===== src/rtl/instr_mem_ctrl.sv =====
// Instruction-memory controller for the scalar unit: sequences program loads
// (valid/ready store stream) and PC-driven instruction fetch, one phase at a time.
module instr_mem_ctrl #(
  parameter int unsigned ADDR_W  = 10,
  parameter int unsigned INSTR_W = 64
) (
  input  logic               clock,
  input  logic               reset,
  input  logic               I_Ld_Start,
  input  logic [ADDR_W-1:0]  I_Ld_Base,
  input  logic [ADDR_W:0]    I_Ld_Len,
  input  logic               I_St_Valid,
  input  logic [INSTR_W-1:0] I_St_Instr,
  output logic               O_St_Ready,
  output logic               O_Ld_Done,
  input  logic               I_Run,
  input  logic [ADDR_W-1:0]  I_Run_PC,
  input  logic               I_Fetch_Req,
  input  logic               I_Stall,
  input  logic               I_Branch,
  input  logic [ADDR_W-1:0]  I_Branch_PC,
  input  logic               I_Halt,
  output logic               O_Mem_Req_St,
  output logic [ADDR_W-1:0]  O_Mem_St_Addr,
  output logic [INSTR_W-1:0] O_Mem_St_Instr,
  output logic               O_Mem_Req_Ld,
  output logic [ADDR_W-1:0]  O_Mem_Ld_Addr,
  output logic               O_Fetch_Valid,
  output logic [ADDR_W-1:0]  O_Fetch_PC,
  output logic               O_Busy
);

  typedef enum logic [1:0] {IDLE, LOAD, RUN} state_t;

  localparam logic [ADDR_W:0]   CNT_ONE = 1;
  localparam logic [ADDR_W-1:0] PC_ONE  = 1;

  state_t              state;
  logic [ADDR_W-1:0]   base_q;
  logic [ADDR_W:0]     len_q;
  logic [ADDR_W:0]     cnt_q;
  logic [ADDR_W-1:0]   pc_q;
  logic                ld_done_q;
  logic                fetch_valid_q;
  logic [ADDR_W-1:0]   fetch_pc_q;

  logic                st_accept;
  logic                fetch_issue;
  logic [ADDR_W-1:0]   ld_addr;
  logic [ADDR_W:0]     cnt_next;

  // Store and fetch are decoded from disjoint states, so the two memory
  // request strobes can never overlap.
  always_comb begin
    st_accept   = (state == LOAD) && I_St_Valid;
    fetch_issue = (state == RUN) && I_Fetch_Req && !I_Stall && !I_Halt;
    cnt_next    = cnt_q + CNT_ONE;
    ld_addr     = '0;
    if (fetch_issue) ld_addr = I_Branch ? I_Branch_PC : pc_q;
  end

  assign O_St_Ready     = (state == LOAD);
  assign O_Mem_Req_St   = st_accept;
  assign O_Mem_St_Addr  = st_accept ? (base_q + cnt_q[ADDR_W-1:0]) : '0;
  assign O_Mem_St_Instr = st_accept ? I_St_Instr : '0;
  assign O_Mem_Req_Ld   = fetch_issue;
  assign O_Mem_Ld_Addr  = ld_addr;
  assign O_Ld_Done      = ld_done_q;
  assign O_Fetch_Valid  = fetch_valid_q;
  assign O_Fetch_PC     = fetch_pc_q;
  assign O_Busy         = (state != IDLE);

  always_ff @(posedge clock or negedge reset) begin
    if (!reset) begin
      state         <= IDLE;
      base_q        <= '0;
      len_q         <= '0;
      cnt_q         <= '0;
      pc_q          <= '0;
      ld_done_q     <= 1'b0;
      fetch_valid_q <= 1'b0;
      fetch_pc_q    <= '0;
    end else begin
      ld_done_q     <= 1'b0;
      fetch_valid_q <= fetch_issue;
      fetch_pc_q    <= ld_addr;
      unique case (state)
        IDLE: begin
          if (I_Ld_Start) begin
            if (I_Ld_Len != '0) begin
              state  <= LOAD;
              base_q <= I_Ld_Base;
              len_q  <= I_Ld_Len;
              cnt_q  <= '0;
            end else begin
              ld_done_q <= 1'b1;
            end
          end else if (I_Run) begin
            state <= RUN;
            pc_q  <= I_Run_PC;
          end
        end
        LOAD: begin
          if (st_accept) begin
            cnt_q <= cnt_next;
            if (cnt_next == len_q) begin
              state     <= IDLE;
              ld_done_q <= 1'b1;
            end
          end
        end
        RUN: begin
          if (I_Halt) state <= IDLE;
          else if (fetch_issue) pc_q <= ld_addr + PC_ONE;
        end
        default: state <= IDLE;
      endcase
    end
  end

endmodule


===== config.mk =====
export PLATFORM = sky130hd
export DESIGN_NAME = instr_mem_ctrl
export DESIGN_NICKNAME = d
export VERILOG_FILES = /design/src/rtl/instr_mem_ctrl.sv
export SDC_FILE = /design/constraint.sdc
export NUM_CORES = 1
export LEC_CHECK = 0
export CAP_MARGIN = 30
export CORE_ASPECT_RATIO = 0.6
export CORE_MARGIN = 2
export CORE_UTILIZATION = 40
export DETAILED_ROUTE_END_ITERATION = 10
export HOLD_SLACK_MARGIN = 0.03
export PLACE_DENSITY = 0.93
export SLEW_MARGIN = 40
export SYNTH_ARGS = -nofsm -noshare
export SYNTH_HDL_FRONTEND = slang
export SYNTH_SLANG_ARGS = --single-unit

===== constraint.sdc =====
create_clock -name clock -period 4.2 [get_ports clock]
set_input_delay 0.84 -clock clock [delete_from_list [all_inputs] [get_ports clock]]
set_output_delay 0.84 -clock clock [all_outputs]
set_load 0.05 [all_outputs]

==> summary.txt <==
Global routing
  – Total GRT Usage: 27.4%
  – Initial antenna violation count: 0
  – Global route overflow: 0
  – Vias in the first global route: 4258
  – First-pass GRT wire length: 22100 µm
  – Largest net degree at the start of global routing: 68

Finish
  – ANT cells: 0
  – Layout cell share with drive strength beyond 1: 22.2%
  – Nets: 742
  – Reg area: 1400 µm²
  – Area Overhead vs Synth: 79.3%
  – Multi-input gate area: 2240 µm²
  – FILL cells: 621

Clocking
  – Clk root buf: clkbuf_16
  – H-tree depth: 2
  – Clock latency on the worst-skew pair: 300 ps
  – Post-CTS Repair Setup Buffers: 0
  – PostCTS Resize Cnt: 0
  – Inserted Clock Buffers: 5
  – CTS Hold Bufs: 0
  – Max clock buf depth: 2
  – Clock-pin slew on the worst setup and hold paths: 70 ps
  – CTS tree: built
  – # clock sinks: 56

Critical path
  – Worst path required time: 3360 ps
  – Crit path kind: in2out
  – Critical Path, Cell by Cell: clkdlybuf4s50_1 > mux2i_1 > nor2_1 > buf_4
  – CP startpoint: I_Branch
  – CP arrival: 2780 ps
  – Worst stage delay on the critical path: 950 ps
  – CP startpoint kind: primary input
  – Critical Path Sink Type: output port
  – R2R Path Start: state[0]$_DFFE_PN0P_
  – Worst path slowest cell: clkdlybuf4s50_1
  – CP max FO: 14

Yosys
  – Ranking of synthesized cells by area: dfrtp_1, and3_1, mux2_2
  – Post-Syn Area: 3860 µm²
  – Post-synth EDFFs: 0
  – Share of the synthesized area in the top cell type: 36.3%
  – Seq cells post-synth: 56
  – Post-synthesis sequential area ratio: 36.3%
  – Cell variety after synth: 55
  – Top_reg_cell synth: dfrtp_1
  – Count leader, synth: and3_1
  – Ys async rst share: 100%
  – Avg Cell Area, Syn: 9.14 µm²
  – Yosys top cell by area: dfrtp_1
  – Post-Syn Instances: 422
  – Commonest cells in the netlist: and3_1, dfrtp_1, nor2_1
  – Synth Net Count: 548
  – Yosys Warn Count: 0

Timing
  – Setup TNS: 0 ps
  – Minimum clock period: 3620 ps
  – Least-Margin Pin Slew: 748 ps
  – Slew headroom: 50.0%
  – Fin. Hold Viols: 0
  – Clock skew: 8.59 ps
  – Period Utilization, post-route: 86.1%
  – F_max: 0.277 GHz
  – Final WS setup: 584 ps
  – RSZ-0062 raised after global routing: false
  – Number of setup violations in the final report: 0
  – Max Slew Vio Count: 0

Die
  – Rows: 27
  – Core area: 9260 µm²
  – Initial core utilization: 41.7%
  – Die height: 80.1 µm
  – I/O pin count: 214
  – Die ar.: 10500 µm²
  – Die width: 131 µm

Status
  – Outcome: finished clean

Power
  – Worst VDD drop: 0.307 mV
  – Pleak: 3.15 nW
  – PwrDens: 450 nW/µm²
  – Tot Pwr: 3.11 mW

Place
  – Port Buffers: 213
  – Global placer's final weighted congestion: 0.934
  – HPWL Detailed: 11500 µm
  – Place WS: 531 ps

Flow run
  – MaxCap Viol Count: 0

Routing
  – Overall routed net length: 14300 µm
  – Wire per inst: 19.1 µm
  – Via density per instance: 5.52
  – Post-route DRC: 0
  – DRT Pass-1 Iters: 5
  – ANT nets after route: 0
  – Detailed-route via count: 4124
  – Initial DRC Count: 242

Min path
  – Worst Hold Class: in2async
critical path, delay by kind of cell:
family	cells	cell delay, ps
buffers and inverters	2	1180
multiplexers	1	600
AND/OR/NAND/NOR	1	140
flip-flops by register name, summed over array words and instances, names as in the netlist:
name	cells
O_Fetch_PC	10
O_Fetch_Valid	1
O_Ld_Done	1
base_q	10
cnt_q	11
len_q	11
pc_q	10
state	2
cell type report:
class | count | share of cell area (%)
flip-flops and latches | 56 | 20.3
well taps | 130 | 2.35
multi-input cells | 320 | 32.5
repair buffers | 220 | 42.0
clock buffers | 5 | 1.81
inverters | 13 | 0.706
clock inverters | 3 | 0.380
cell usage in the layout, fill, tap and decap left out, types with 3 or more instances in the layout:
master	count
nand2b_1	4
xnor2_1	11
nand2_1	19
o21ai_0	21
o21a_1	3
a21o_1	3
nor3_1	9
buf_4	19
buf_12	75
nand3_1	11
or3_1	4
and3_1	67
nor2_1	34
a21oi_1	15
nor4_4	3
xor2_1	10
mux2_2	22
inv_1	13
clkbuf_16	5
a211oi_1	5
ha_1	11
mux2i_1	13
dfrtp_1	56
nor2b_1	4
o41ai_1	5
nand3b_1	3
a22oi_1	3
clkdlybuf4s50_1	126
a31oi_1	7
kinds of logic (layout without fill, tap and decap cells):
family	Yosys count	after routing	synth area share (%)
compound gates	73	73	12.5
xor+xnor	21	21	4.77
fa+ha+maj	12	12	4.09
buf+inv	46	241	5.58
flops	56	56	36.3
mux	35	35	9.80
simple gates	179	179	27.0
stage by stage:
step / std cells / cell area, µm² / util (%) / hold slack, ps
2_1_floorplan: 422 / 3860 / - / 470
3_3_place_gp: 739 / 6760 / 73.0 / 494
3_5_place_dp: 739 / 6760 / 73.0 / 504
4_1_cts: 747 / 6910 / 74.7 / 521
5_1_grt: 747 / 6910 / 74.7 / 542
6_report: 747 / 6910 / 74.7 / 515
power breakdown:
part / internal, mW / switching [mW] / total (mW)
sequential: 0.707 / 0.171 / 0.878
clock: 0.227 / 0.209 / 0.436
combinational: 0.859 / 0.939 / 1.80
routing by layer:
layer | GRT usage, % | wire length, µm | vias up | share of wire, %
li1 | - | - | 1908 | -
met1 | 33.7 | 5540 | 1980 | 39
met2 | 47.5 | 7360 | 202 | 52
met3 | 6.80 | 1040 | 34 | 7.3
met4 | 8.19 | 317 | 0 | 2.2
met5 | 0 | 0 | - | 0
path summary, 6_finish.rpt:
path,cells after the start,slack (ps),end
min reg2reg,1,530,pc_q[2]$_DFFE_PN0P_
min in group clock,1,530,pc_q[2]$_DFFE_PN0P_
min,1,510,base_q[3]$_DFFE_PN0P_
max,4,580,O_Mem_Ld_Addr[6]
max in group asynchronous,2,3060,len_q[7]$_DFFE_PN0P_
max reg2reg,8,1100,pc_q[8]$_DFFE_PN0P_
(Power assumes the default switching activity.)
